`src/rtl/rd_req_arbiter.sv`:
```
// Round-robin arbiter merging per-channel DMA read requests into one engine port,
// with per-channel outstanding-request credit tracking and blocking detection.
`ifndef DMA_HEAD_W
`define DMA_HEAD_W 128
`endif

module rd_req_arbiter #(
  parameter int CHNL_NUM   = 4,
  parameter int MAX_OUTSTD = 8
) (
  input  logic                             dma_clk,
  input  logic                             rst_n,
  input  logic [CHNL_NUM-1:0]              chnl_req_valid,
  input  logic [CHNL_NUM*`DMA_HEAD_W-1:0]  chnl_req_head,
  output logic [CHNL_NUM-1:0]              chnl_req_ready,
  output logic                             rd_req_valid,
  output logic [`DMA_HEAD_W-1:0]           rd_req_head,
  input  logic                             rd_req_ready,
  input  logic                             cpl_done_valid,
  input  logic [7:0]                       cpl_done_chnl,
  output logic                             chnl_valid,
  output logic                             chnl_avail,
  output logic                             outstd_err
);

  localparam int              HW       = `DMA_HEAD_W;
  localparam int              IDX_W    = $clog2(CHNL_NUM);
  localparam logic [3:0]      MAX_CNT  = 4'(MAX_OUTSTD);
  localparam logic [HW-1:0]   TOP_MASK = {8'hFF, {(HW-8){1'b0}}};

  typedef enum logic {ST_ARB, ST_HOLD} state_t;

  state_t             r_state, w_state_nxt;
  logic [IDX_W-1:0]   r_last_grant;
  logic [3:0]         r_cnt [CHNL_NUM];
  logic [HW-1:0]      r_head;
  logic               r_err;

  logic [CHNL_NUM-1:0] w_elig, w_ready, w_inc, w_dec;
  logic                w_found, w_accept, w_underflow, w_bad_chnl, w_avail;
  logic [IDX_W-1:0]    w_grant;
  logic [HW-1:0]       w_sel_head, w_cap_head;

  // Search starts just after the previous winner so every channel gets a turn.
  always_comb begin
    w_found = 1'b0;
    w_grant = '0;
    for (int i = 0; i < CHNL_NUM; i++)
      w_elig[i] = chnl_req_valid[i] && (r_cnt[i] < MAX_CNT);
    for (int k = 1; k <= CHNL_NUM; k++) begin
      if (!w_found && w_elig[(int'(r_last_grant) + k) % CHNL_NUM]) begin
        w_found = 1'b1;
        w_grant = IDX_W'((int'(r_last_grant) + k) % CHNL_NUM);
      end
    end
  end

  assign w_accept = rst_n && (r_state == ST_ARB) && w_found;

  always_comb begin
    w_sel_head  = '0;
    w_underflow = 1'b0;
    w_avail     = 1'b1;
    for (int i = 0; i < CHNL_NUM; i++) begin
      w_ready[i] = w_accept && (w_grant == IDX_W'(i));
      w_inc[i]   = w_ready[i];
      w_dec[i]   = cpl_done_valid && (cpl_done_chnl == 8'(i));
      if (w_ready[i])
        w_sel_head = chnl_req_head[i*HW +: HW];
      if (w_dec[i] && (r_cnt[i] == 4'd0))
        w_underflow = 1'b1;
      if (r_last_grant == IDX_W'(i))
        w_avail = (r_cnt[i] < MAX_CNT);
    end
  end

  // The channel-number field is overwritten with the grant so the engine can route completions.
  assign w_cap_head = (w_sel_head & ~TOP_MASK) | {8'(w_grant), {(HW-8){1'b0}}};
  assign w_bad_chnl = cpl_done_valid && (cpl_done_chnl >= 8'(CHNL_NUM));

  always_comb begin
    w_state_nxt = r_state;
    case (r_state)
      ST_ARB:  if (w_accept)     w_state_nxt = ST_HOLD;
      ST_HOLD: if (rd_req_ready) w_state_nxt = ST_ARB;
      default: w_state_nxt = ST_ARB;
    endcase
  end

  always_ff @(posedge dma_clk or negedge rst_n) begin
    if (!rst_n) begin
      r_state      <= ST_ARB;
      r_last_grant <= IDX_W'(CHNL_NUM - 1);
      r_head       <= '0;
      r_err        <= 1'b0;
    end else begin
      r_state <= w_state_nxt;
      if (w_accept) begin
        r_last_grant <= w_grant;
        r_head       <= w_cap_head;
      end else if ((r_state == ST_HOLD) && rd_req_ready) begin
        r_head <= '0;
      end
      if (w_underflow || w_bad_chnl)
        r_err <= 1'b1;
    end
  end

  // A completion that coincides with a new accept cancels out; an underflowing one is dropped.
  always_ff @(posedge dma_clk or negedge rst_n) begin
    if (!rst_n) begin
      for (int i = 0; i < CHNL_NUM; i++)
        r_cnt[i] <= 4'd0;
    end else begin
      for (int i = 0; i < CHNL_NUM; i++) begin
        if (w_inc[i] && !w_dec[i])
          r_cnt[i] <= r_cnt[i] + 4'd1;
        else if (!w_inc[i] && w_dec[i] && (r_cnt[i] != 4'd0))
          r_cnt[i] <= r_cnt[i] - 4'd1;
      end
    end
  end

  assign chnl_req_ready = w_ready;
  assign rd_req_valid   = (r_state == ST_HOLD);
  assign rd_req_head    = r_head;
  assign chnl_valid     = (r_state == ST_HOLD);
  assign chnl_avail     = w_avail;
  assign outstd_err     = r_err;

endmodule

```
`config.mk`:
```
export PLATFORM = sky130hd
export DESIGN_NAME = rd_req_arbiter
export DESIGN_NICKNAME = d
export VERILOG_FILES = /design/src/rtl/rd_req_arbiter.sv
export SDC_FILE = /design/constraint.sdc
export NUM_CORES = 1
export LEC_CHECK = 0
export ABC_CLOCK_PERIOD_IN_PS = 9000
export CORE_AREA = 2 2 260 262
export DETAILED_ROUTE_END_ITERATION = 8
export DIE_AREA = 0 0 262 264
export MAX_ROUTING_LAYER = met4
export PLACE_DENSITY = 0.4
export SLEW_MARGIN = 20
export SYNTH_ARGS = -nofsm -noshare
export SYNTH_HDL_FRONTEND = slang
export SYNTH_SLANG_ARGS = --single-unit
export TNS_END_PERCENT = 30
```
`constraint.sdc`:
```
create_clock -name dma_clk -period 9 [get_ports dma_clk]
set_input_delay 1.8 -clock dma_clk [delete_from_list [all_inputs] [get_ports dma_clk]]
set_output_delay 1.8 -clock dma_clk [all_outputs]
set_load 0.03 [all_outputs]
```
==> impl_metrics.yaml <==
synth:
  ys.warnings.count: 0
  synth_cells: 1434
  muxShareOfSynthArea_pct: 17.8
  syn_area_per_cell_um2: 7.90
  synthFlopType: "dfrtp_1"
  synth_top_area_share_pct: 30.9
  synth_top_family_by_area: "simple AND/OR/NAND/NOR gates"
  synth-edff-count: 0
  synth_xor_area_share_pct: 1.08
  synth_fa_ha_area_share_pct: 2.03
  ys_ff_latch: 142
  synth-simple-area-share_pct: 22.4
  synth_common_cells: "399 x nand2_1, 157 x nand3_1, 140 x dfrtp_1"
  synthTopCellsByArea: "dfrtp_1 31%, nand2_1 13%, mux2i_1 7.8%"
  synth_compound_area_share_pct: 20.2
  yosysMostFrequentCell: "nand2_1"
  synth_cell_types: 55
  syn_area_mm2: 0.0113
  synth_area_leader_cell: "dfrtp_1"
  synth-seq-area-share_pct: 31.4
  async_flop_share_pct: 100
drt:
  drc: 0
  antenna_left: 0
  vias: 13200
  wl_um: 63200
  wl_per_cell_um: 22.0
  drt_first_iter_violations: 572
  first_pass_iters: 5
  vias_per_cell: 4.58
grt:
  grt_max_degree: 64
  antenna_found_initial: 8
  grt_pass1_wl_um: 90100
  grt-ovfl-total: 0
  grtUsageTotal_pct: 18.2
  grt_pass1_vias: 13600
place:
  io_buffers: 625
  placed_area_mm2: 0.0184
  gp_congestion: 0.815
  hpwl_um: 46200
  preCtsSetupSlack_ps: 2480
power:
  p_sw_mw: 3.52
  pwr-share-comb_pct: 71.3
  peakVddDrop_v: 0.000198
  sequentialPowerShare_pct: 16.9
  p_per_area_mw_per_mm2: 357
  p_sw_share_pct: 51.7
  p_leak_nw: 8.21
  p_int_mw: 3.28
  p_total_mw: 6.80
  clkPwrFrac_pct: 11.7
clock_network:
  clock_path_buffers: 2
  clock_insertion_delay_worst_skew_ps: 480
  cts-buffers-inserted: 17
  cts_tree: "built"
  clk_pin_slew_ps: 70
  cts_hold_buf: 0
  h-tree-depth: 4
  clkSinkCount: 142
  ctsResizeCount: 0
  root_buffer: "clkbuf_16"
  post_cts_buffers: 0
sta:
  fmax_mhz: 154
  tightest_slew_ps: 1010
  timing.final.crit_share_pct: 71.9
  rsz0062_at_grt: "false"
  tns_ps: 0
  final_max_slew_viol_count: 0
  hold_viol_final: 0
  setup_viol_count_final: 0
  finalCriticalPeriod_ps: 6470
  skew_ps: 13.7
  relSlewSlack_pct: 32.7
  setup_slack_ps: 2530
final_layout:
  nNetsFinal: 2529
  design_area_mm2: 0.0191
  fin_util_pct: 28.6
  drive_above_1_share_pct: 5.66
  syn_to_final_growth_pct: 68.4
floorplanning:
  initial_core_util_pct: 17.0
  io_pins: 664
  die_y_um: 264
  row_count: 95
  die_width_um: 262
  core-area_mm2: 0.0666
  dieArea_mm2: 0.0692
hold_path:
  hp-class: "reg2reg"
worst_setup_path:
  arrival_ps: 4670
  worstSetupPathType: "in2out"
  crit_required_ps: 7200
  crit_fanout: 41
  start_kind: "input port"
  endpoint_kind: "primary output"
outcome:
  status: "completed"
run:
  cap_violations: 0
## worst max-delay path, stage by stage
cell and delay, ps:
clkdlybuf4s50_1 510, or3b_2 470, nand2_1 150, o22a_1 430, xnor2_2 160, buf_4 460
nor2_1 70, clkdlybuf4s50_1 600
## metrics by stage
stage	cells	hold WS, ps
floorplan	1439	492
global placement	2839	464
detailed placement	2839	472
CTS	2868	488
global route	2876	512
finish	2876	480
## cells by family after synthesis
family	Yosys count
xor gates and xnor gates	14
buffers and inverters	129
and+or+nand+nor	603
other	1
adders and majority gates	16
muxes	187
AOI/OAI and AO/OA	342
DFF	142
## path summary, 6_finish.rpt
| path | from | endpoint | slack, ps | depth (start not counted) |
|---|---|---|---|---|
| worst min-delay path | rd_req_head[121]$_DFFE_PN0P_ | rd_req_head[121]$_DFFE_PN0P_ | 480 | 2 |
| min in group asynchronous | rst_n | rd_req_head[88]$_DFFE_PN0P_ | 1250 | 1 |
| max in group asynchronous | rst_n | rd_req_head[104]$_DFFE_PN0P_ | 6450 | 2 |
| worst max-delay path | chnl_req_valid[3] | chnl_req_ready[3] | 2530 | 8 |
| worst max register to register | r_last_grant[0]$_DFFE_PN1P_ | rd_req_head[106]$_DFFE_PN0P_ | 4180 | 11 |
| worst min register to register | rd_req_head[121]$_DFFE_PN0P_ | rd_req_head[121]$_DFFE_PN0P_ | 480 | 2 |
## cells in the final DEF, fill, tap and decap left out, types with 4 or more instances in the layout
cell type	netlist	routed
mux2_1	59	59
clkbuf_16	0	17
nor2_1	20	18
o21ai_0	90	89
conb_1	1	6
nor4_1	5	5
a221oi_1	12	12
a21oi_1	104	102
ha_1	12	12
dfrtp_1	140	140
xnor2_1	8	6
bufinv_16	0	4
buf_4	8	26
mux2i_1	88	88
mux2_2	37	37
a32o_1	29	29
clkdlybuf4s50_1	0	624
xor2_1	6	6
nand3_1	157	157
a21o_1	5	5
fa_1	4	4
nand2_1	399	397
nor2b_1	8	8
a211o_1	83	83
diode_2	0	8
inv_1	4	4
nand2b_1	4	4
## power groups by stage
stage	logic (mW)	registers [mW]	clock network, mW
5_1_grt	5.25	1.19	0.859
3_5_place_dp	4.95	1.17	0
4_1_cts	4.97	1.16	0.839
2_1_floorplan	2.67	1.56	0
6_report	4.85	1.15	0.799
3_3_place_gp	4.91	1.16	0
## state kept, by name, summed over array words and instances, names as in the netlist
register / count
r_cnt: 16
rd_req_head: 122
chnl_valid: 1
outstd_err: 1
r_last_grant: 2
## routing by layer
metal / wire, um / GRT usage, % / part of all wire, % / vias up
met5: 0 / - / 0 / -
met4: 1210 / 5.22 / 1.9 / 0
met3: 5790 / 6.31 / 9.2 / 52
met2: 31900 / 31.7 / 50 / 518
met1: 24400 / 19.4 / 39 / 6365
li1: - / - / - / 6226
## layout make-up
type / instances / area (um^2)
diodes: 8 / 20.0
clock buffers: 18 / 439
clock inverters: 11 / 169
fillers: 7081 / 47500
inverters: 5 / 18.8
multi-input cells: 1168 / 7320
flip-flops and latches: 142 / 3560
well taps: 873 / 1090
repair buffers: 651 / 6450
Note: power is estimated with default switching activity, not from simulation.
